===== config.mk =====
export PLATFORM = sky130hd
export DESIGN_NAME = inv_mxcol_seq
export DESIGN_NICKNAME = d
export VERILOG_FILES = /design/src/rtl/inv_mxcol_seq.sv
export SDC_FILE = /design/constraint.sdc
export NUM_CORES = 1
export LEC_CHECK = 0
export BUFFER_PORTS_ARGS = -buffer_cell sky130_fd_sc_hd__buf_2
export CAP_MARGIN = 0
export CORE_MARGIN = 4
export CORE_UTILIZATION = 40
export CTS_CLUSTER_DIAMETER = 120
export DETAILED_ROUTE_END_ITERATION = 10
export PLACE_DENSITY = 0.62
export SLEW_MARGIN = 20
export SYNTH_ARGS = -nofsm -noshare
export SYNTH_HDL_FRONTEND = slang
export SYNTH_SLANG_ARGS = --single-unit

===== constraint.sdc =====
create_clock -name clk -period 4.96 [get_ports clk]
set_clock_uncertainty 0.2 [all_clocks]
set_input_delay 0.992 -clock clk [delete_from_list [all_inputs] [get_ports clk]]
set_output_delay 0.992 -clock clk [all_outputs]
set_load 0.05 [all_outputs]

===== src/rtl/inv_mxcol_seq.sv =====
// rtl/inv_mxcol_seq.sv - sequential S-AES inverse MixColumns, matrix [[9,2],[2,9]] over GF(2^4)
`timescale 1ns/1ps
module inv_mxcol_seq #(
  parameter bit COL_SERIAL = 1'b1
) (
  input  logic        clk,
  input  logic        rst_n,
  input  logic        in_valid,
  output logic        in_ready,
  input  logic [15:0] state_in,
  output logic        out_valid,
  input  logic        out_ready,
  output logic [15:0] state_out,
  output logic        busy
);

  typedef enum logic [2:0] {IDLE, COL0, COL1, COMP, DONE} state_t;

  state_t      state_q;
  logic [15:0] st_q;
  logic [15:0] res_q;
  logic [15:0] res_d;
  logic [15:0] state_out_q;
  logic        in_ready_q;
  logic        out_valid_q;
  logic        busy_q;

  function automatic logic [3:0] xtime(input logic [3:0] a);
    xtime = {a[2:0], 1'b0} ^ (a[3] ? 4'h3 : 4'h0);
  endfunction

  function automatic logic [3:0] mul2(input logic [3:0] a);
    mul2 = xtime(a);
  endfunction

  function automatic logic [3:0] mul9(input logic [3:0] a);
    mul9 = xtime(xtime(xtime(a))) ^ a;
  endfunction

  // Nibble packing {s00,s01,s10,s11}: column 0 = [15:12]/[7:4], column 1 = [11:8]/[3:0].
  logic [3:0] c0_top, c0_bot, c1_top, c1_bot;
  always_comb begin
    c0_top = mul9(st_q[15:12]) ^ mul2(st_q[7:4]);
    c0_bot = mul2(st_q[15:12]) ^ mul9(st_q[7:4]);
    c1_top = mul9(st_q[11:8])  ^ mul2(st_q[3:0]);
    c1_bot = mul2(st_q[11:8])  ^ mul9(st_q[3:0]);
  end

  always_comb begin
    res_d = res_q;
    case (state_q)
      COL0: begin
        res_d[15:12] = c0_top;
        res_d[7:4]   = c0_bot;
      end
      COL1: begin
        res_d[11:8]  = c1_top;
        res_d[3:0]   = c1_bot;
      end
      COMP: res_d = {c0_top, c1_top, c0_bot, c1_bot};
      default: ;
    endcase
  end

  always_ff @(posedge clk or negedge rst_n) begin
    if (!rst_n) begin
      state_q     <= IDLE;
      st_q        <= 16'h0000;
      res_q       <= 16'h0000;
      state_out_q <= 16'h0000;
      in_ready_q  <= 1'b1;
      out_valid_q <= 1'b0;
      busy_q      <= 1'b0;
    end else begin
      res_q <= res_d;
      case (state_q)
        IDLE: begin
          if (in_valid) begin
            st_q       <= state_in;
            state_q    <= COL_SERIAL ? COL0 : COMP;
            in_ready_q <= 1'b0;
            busy_q     <= 1'b1;
          end
        end
        COL0: state_q <= COL1;
        COL1, COMP: begin
          // The output register only ever sees a complete result.
          state_out_q <= res_d;
          out_valid_q <= 1'b1;
          state_q     <= DONE;
        end
        DONE: begin
          if (out_ready) begin
            out_valid_q <= 1'b0;
            in_ready_q  <= 1'b1;
            busy_q      <= 1'b0;
            state_q     <= IDLE;
          end
        end
        default: begin
          state_q     <= IDLE;
          in_ready_q  <= 1'b1;
          out_valid_q <= 1'b0;
          busy_q      <= 1'b0;
        end
      endcase
    end
  end

  assign in_ready  = in_ready_q;
  assign out_valid = out_valid_q;
  assign state_out = state_out_q;
  assign busy      = busy_q;

endmodule


==> summary.txt, run 1 <==
Worst setup path
  • Nature of the critical path startpoint: input pin
  • R2r startpoint: state_q[2]
  • FF-to-FF End: st_q[5]
  • CP endpoint kind: register
  • Worst Path Max Fanout: 17
  • Setup crit end: st_q[5]
  • Critical path type: in -> reg
  • Worst endpoint required time: 4930 ps
  • Reg2reg path depth: 3
  • Crit path arrival time: 2300 ps
  • Reg2reg setup slack: 2860 ps
  • Critical Path Source: in_valid

Power and ir drop
  • Comb pwr share: 52.1%
  • Total leakage power: 1.192 nW
  • Internal: 0.001165 W
  • Net Sw Power: 0.0008068 W
  • Sw Ratio: 40.93%
  • Sequential power share: 36.3%
  • Pwr Total: 0.001971 W
  • Power per cell area: 814.6 nW/um2
  • Peak VDD IR: 294.9 uV
  • Clk pwr share: 11.7%

Clocking
  • H-tree Lvls: 2
  • # hold bufs at CTS: 0
  • CTS Buf Count: 5
  • Worst-Skew Late Latency: 290 ps
  • Resized cells post-CTS: 0
  • Worst-path clk slew: 80 ps
  • Postcts setup bufs: 0
  • Clock root buffer: clkbuf_8
  • Clock buffer depth: 2
  • Clk sinks: 46
  • CTS tree: done

Logic synthesis
  • Simple-gate area share of the yosys netlist: 14.17%
  • Sequential area share after synthesis: 55.08%
  • Synthesized Nets: 184
  • Synthesized flop and latch total: 46
  • XOR/XNOR Fraction of Synth Area: 12.20%
  • Netlist cell types: 29
  • Mapped Avg Cell Area: 12.76 um2
  • Adder-Cell Fraction of Synth Area: 0%
  • Post-synthesis compound-gate area fraction: 5.861%
  • Cells after Synth: 164
  • Synthesized area: 2092 um2
  • Largest family of logic cells by synthesized area: simple AND/OR/NAND/NOR gates
  • Mux cell area share after synthesis: 10.23%
  • Synth warn: 0

Run status
  • Status: complete, no violations

Floorplan
  • Site Rows: 26
  • Core footprint: 5075 um2
  • Die width: 80.32 um
  • Effective utilization at floorplan: 41.22%
  • Total die area: 6451 um2
  • I/O pin cnt: 39
  • Die height: 80.32 um

Routing
  • DRT Wirelength: 3570 um
  • DRC viols: 0
  • 1st-iter DRT viols: 64
  • Vias: 1245
  • Antenna-violating nets left: 0
  • Avg WL per Cell: 13.08 um
  • DR pass1 iterations: 2
  • Via-per-instance ratio: 4.560

Placed design
  • Input/output buffers: 38
  • Placed Cells incl. Taps: 265
  • Placed cell areas: 2326 um2
  • HPWL Detailed: 2480 um
  • RePlAce Congestion: 0.6694

Global routing
  • Initial antenna violation count: 0
  • Largest net degree at the start of global routing: 47
  • Vias in the first global route: 1249
  • Gr usage total: 12.14%
  • First-pass GRT wire length: 5865 um
  • Total congestion overflow: 0

Run
  • Max-cap violations: 0

STA
  • Final setup fails: 0
  • Hold Vio Cnt, Final: 0
  • Final TNS setup: 0 ps
  • Worst slew pin tran: 949.0 ps
  • Crit path time final: 2330 ps
  • Fmax: 0.4292 GHz
  • Slew margin rel.: 36.53%
  • RSZ-0062 raised after global routing: no
  • Period utilization: 46.97%
  • Pins Over Slew Limit: 0

Finish
  • Synth-to-Final Area Change: 15.67%
  • Post-route cell area: 2420 um2
  • Post-layout util: 47.68%
  • Share of cells above drive strength 1: 34.98%
  • Post-Layout Cell Count: 273
  • Diode count: 0
  • Final #Nets: 222

Worst hold path
  • Hold crit path type: reg -> reg
[layout make-up]
| class | instances | area, um2 |
|---|---|---|
| multi-input combinational | 109 | 888.4 |
| clock buffer | 7 | 86.33 |
| clock inverter | 1 | 5.005 |
| tap | 70 | 87.58 |
| timing repair buffer | 38 | 192.7 |
| sequential | 46 | 1152 |
| inverter | 2 | 7.507 |
| fill | 498 | 2655 |
[power groups by stage]
stage                     registers, W  clock network [W]  logic, W
after floorplan               0.000959                  0  0.000629
after CTS                     0.000719           0.000241   0.00104
after detailed placement      0.000726                  0   0.00104
after global routing          0.000744           0.000254   0.00112
after global placement        0.000719                  0   0.00103
final                         0.000715           0.000230   0.00103
[worst min path at each step]
stage	startpoint	end	slack, ps	cells past startpoint
after floorplan	res_q[12]	res_q[12]	240	2
after global placement	res_q[13]	res_q[13]	250	2
after detailed placement	res_q[13]	res_q[13]	260	2
after CTS	res_q[13]	res_q[13]	280	2
after global routing	state_out[0]	state_out[0]	290	1
final	state_out[0]	state_out[0]	270	1
[kinds of logic after synthesis]
kind of cell              count (synthesis)
AOI/OAI and AO/OA                        17
xor gates and xnor gates                 16
buffers and inverters                     9
DFF                                      46
muxes                                    16
and+or+nand+nor                          60
[registers in the layout (all words and copies together) (netlist names)]
register and flops:
in_ready 1, state_q 3, out_valid 1, st_q 16, state_out 16, res_q 8
busy 1
[per-layer routing]
layer / up-vias / wire, um / global-route usage [%]
met5: - / 0 / 0
li1: 626 / - / -
met4: 0 / 48 / 5.068
met1: 595 / 1741 / 16.33
met3: 5 / 103 / 2.691
met2: 19 / 1676 / 18.87
[worst max-delay path: stages]
cell	delay (ps)
buf_2	100
nand2b_4	70
nor3_4	720
mux2_2	410
[stage by stage]
step                      setup WS, ps  hold WS [ps]
after detailed placement          2299         257.7
after floorplan                   2816         239.4
final                             2630         273.2
after global placement            2323         251.1
after CTS                         2612         279.3
after global routing              2554         289.3
[Yosys cell counts (all sizes together)]
master  count  share of area [%]
o22a        1               0.42
mux2       16                 10
and2b       2               0.84
o21ai       2               0.48
nand2b      7                2.6
xor3        4                4.5
buf         2                1.2
a31o        4                1.7
dfstp       1                1.3
dfrtp      45                 54
nand2      18                3.2
xnor2       4                1.7
a21o        4                1.4
nor2       23                4.1
and2        8                2.4
a31oi       4                1.2
xnor3       4                4.3
inv         2               0.36
nor3        2                1.0
xor2        4                1.7
a22o        1               0.42
clkbuf      5               0.90
a21oi       1               0.24
[placed cells by master (no fill, tap or decap), types with 2 or more instances in the layout]
cell type / Yosys / routed
and2_0: 3 / 3
a31o_2: 4 / 4
xor2_1: 4 / 4
and2b_2: 2 / 2
dfrtp_1: 45 / 45
xnor3_1: 4 / 4
nor2_1: 23 / 23
a31oi_1: 4 / 4
o21ai_0: 2 / 2
clkbuf_8: 0 / 6
inv_1: 2 / 2
nand2b_1: 5 / 5
xor3_1: 4 / 4
and2_1: 5 / 5
a21o_1: 4 / 4
xnor2_1: 4 / 4
mux2_4: 9 / 9
buf_2: 1 / 37
mux2_2: 7 / 7
nand2_1: 18 / 18
Note: power is estimated with default switching activity, not from simulation.
==> run 2: changes to the inputs <==
- ABC_AREA: default -> 1
- clock period: 4.96 -> 2.25 ns (I/O delays scaled with it)
==> run 2 against run 1 <==
Effect of this change:
- highest routed layer unchanged
- worst setup slack got worse by 2100 ps
- hold slack worse by 110 ps
- total power increased by 110%
==> summary.txt, run 2 <==
Routing
  • Antenna-violating nets left: 0 (unchanged)
  • DRC viols: 0 (unchanged)
  • Via-per-instance ratio: 4.426 (-3.0%)
  • DRT Wirelength: 4070 um (+14%)
  • DR pass1 iterations: 4 (+2)
  • Vias: 1518 (+22%)
  • Avg WL per Cell: 11.87 um (-9.3%)
  • 1st-iter DRT viols: 51 (-20%)

Logic synthesis
  • Top-count cell post-synth: nand2_1
  • Synthesized flop and latch total: 46 (unchanged)
  • Post-synth EDFFs: 0 (unchanged)
  • Netlist cell types: 22 (-24%)
  • Synth top area share: 54.12% (+0.29 points)
  • Main synth FF type: dfrtp_1
  • Mapped Avg Cell Area: 8.930 um2 (-30%)
  • Synthesized Nets: 253 (+38%)
  • Area leader, netlist: dfrtp_1
  • Commonest cells post-synth: nand2_1 (93), dfrtp_1 (45), nand3_1 (17)
  • Synthesized area: 2081 um2 (-0.54%)
  • Synth warn: 0 (unchanged)
  • Cells after Synth: 233 (+42%)
  • Sequential area share after synthesis: 55.38% (+0.30 points)
  • Ranking of synthesized cells by area: dfrtp_1 (54%), nand2_1 (17%), nand3_1 (4.1%), inv_1 (2.9%), nand2_4 (2.7%)
  • Asr flop ratio synth: 100.0% (unchanged)

Worst setup path
  • Setup crit end: in_ready
  • CP endpoint kind: primary output
  • Reg2reg setup slack: 650 ps (-2210 ps)
  • Crit path arrival time: 1080 ps (-1220 ps)
  • Max stage delay cell, worst path: dfstp_2
  • FF-to-FF End: st_q[11]
  • Nature of the critical path startpoint: register
  • Critical path type: reg -> out
  • Critical Path Source: in_ready
  • Worst endpoint required time: 1600 ps (-3330 ps)
  • R2r startpoint: state_q[1]
  • Critical path's top delay family: flip-flops
  • Reg2reg path depth: 7 (+4)
  • Crit-path cells: buf_2
  • Worst path bufs/invs: 1 (unchanged)
  • Worst Path Max Fanout: 2 (-15)
  • Crit. path cell count: 1 (-3)
  • Critical Path Max Stage Delay: 540 ps (-180 ps)

Finish
  • Synth-to-Final Area Change: 17.62%
  • Most frequent cells in the layout: nand2_1 (93), dfrtp_1 (45), buf_2 (38)
  • Diode count: 0 (unchanged)
  • Post-Layout Cell Count: 343 (+26%)
  • Commonest non-fill, non-tap cell in the layout: nand2_1
  • Share of cells above drive strength 1: 26.45% (-8.5 points)
  • Final #Nets: 295 (+33%)
  • Fill cells: 502 (+0.80%)
  • Post-route cell area: 2447 um2 (+1.1%)

Power and ir drop
  • Total leakage power: 1.317 nW (+10%)
  • Peak VDD IR: 569.4 uV (+93%)
  • Power per cell area: 1684 nW/um2 (+110%)

STA
  • Worst slew pin tran: 493.4 ps (-455.6 ps)
  • Slew margin rel.: 67.11% (+31 points)
  • Final worst setup slack: 521.9 ps (-2108 ps)
  • Final TNS setup: 0 ps (unchanged)
  • Fmax: 0.5787 GHz
  • Hold Vio Cnt, Final: 0 (unchanged)
  • Crit path time final: 1728 ps
  • Pins Over Slew Limit: 0 (unchanged)
  • Period utilization: 76.80%
  • Final setup fails: 0 (unchanged)
  • RSZ-0062 raised after global routing: no

Clocking
  • CTS tree: done
  • Clock buffer depth: 2 (unchanged)
  • H-tree Lvls: 2 (unchanged)
  • Worst-path clk slew: 90 ps (about the same)
  • Clk sinks: 46 (unchanged)
  • Clock root buffer: clkbuf_8
  • Postcts setup bufs: 0 (unchanged)
  • Worst-Skew Late Latency: 290 ps (about the same)
  • CTS Buf Count: 5 (unchanged)

Worst hold path
  • Hold crit path type: in -> reg
  • Hold Crit Start: state_in[3]

Floorplan
  • Die height: 80.13 um (-0.24%)
  • Total die area: 6420 um2 (-0.48%)
  • I/O pin cnt: 39 (unchanged)
  • Die width: 80.13 um (-0.24%)
  • Site Rows: 25 (-3.8%)
  • Core footprint: 4880 um2 (-3.8%)
  • Effective utilization at floorplan: 42.64% (+1.4 points)

Placed design
  • RePlAce Congestion: 0.7509 (+12%)
  • Input/output buffers: 38 (unchanged)
  • Pre-CTS setup slack: 657.3 ps (-1642 ps)
  • Placed Cells incl. Taps: 334 (+26%)
  • Placed cell areas: 2327 um2 (about the same)
  • HPWL Detailed: 2956 um (+19%)

Global routing
  • Initial antenna violation count: 0 (unchanged)
  • Vias in the first global route: 1575 (+26%)
  • Total congestion overflow: 0 (unchanged)
  • Largest net degree at the start of global routing: 30 (-36%)
  • Gr usage total: 14.84% (+2.7 points)
  • First-pass GRT wire length: 7369 um (+26%)

Run status
  • Status: complete, no violations

Run
  • Max-cap violations: 0 (unchanged)
run 2: cell count changes in the layout (fill, tap and decap cells not counted), moves of 5 or more:
cell and delta:
nand2b_1 -5, mux2_4 -9, o21ai_2 +5, nor2_1 -21, nand2_1 +75, nand2_4 +5
mux2_2 -7, inv_1 +14, o21ai_1 +11, nand3_1 +17, inv_2 +6
run 2: worst min-delay path by stage:
stage / to / slack [ps] / cells past startpoint
after floorplan: busy / -50 / 0
after global placement: state_out[12] / 240 / 1
final: st_q[3] / 160 / 3
after global routing: st_q[9] / 150 / 3
after CTS: st_q[9] / 150 / 3
after detailed placement: res_q[12] / 250 / 1
run 2: report_power, final:
part	switching, W	leakage, nW	internal, W
Clock	0.000274	0.0514	0.000332
Sequential	0.000247	0.566	0.00123
Combinational	0.00143	0.699	0.000610
run 2: logic make-up (layout without fill, tap and decap cells):
family	Yosys count	in the layout	synth area share, %
flip-flops	46	46	55.38
buffers and inverters	29	72	6.915
AO/OA/AOI/OAI	16	16	4.750
XOR/XNOR	8	8	3.367
AND/OR/NAND/NOR	134	134	29.58
run 2: cell type report:
| class | instances | area [um2] | area share (%) |
|---|---|---|---|
| sequential | 46 | 1152 | 47.09 |
| multi-input combinational | 158 | 784.5 | 32.06 |
| timing repair buffer | 41 | 227.7 | 9.305 |
| inverter | 23 | 88.84 | 3.630 |
| tap | 67 | 83.83 | 3.425 |
| clock buffer | 6 | 72.57 | 2.965 |
| clock inverter | 2 | 37.54 | 1.534 |
run 2: through the flow:
step / util (%) / hold slack [ps] / total power (W)
6_report: 50.15 / 160.3 / 0.004122
2_1_floorplan: - / -45.59 / 0.003137
3_5_place_dp: 47.69 / 247.2 / 0.003558
3_3_place_gp: 47.69 / 238.5 / 0.003511
5_1_grt: 50.15 / 152.6 / 0.004504
4_1_cts: 50.15 / 153.5 / 0.004177
run 2: layer usage:
metal	part of all wire, %	vias to the layer above	track usage, %
met3	3.3	4	2.915
met4	1.2	0	6.081
li1	-	798	-
met5	0	-	0
met2	46	30	22.85
met1	50	686	20.46
run 2: repair_timing:
| action | in CTS | in global routing |
|---|---|---|
| endpoints found under the setup margin | 0 | 0 |
| hold buffers | 1 | 0 |
| gates resized for setup | 0 | 0 |
| endpoints found under the hold margin | 19 | 0 |
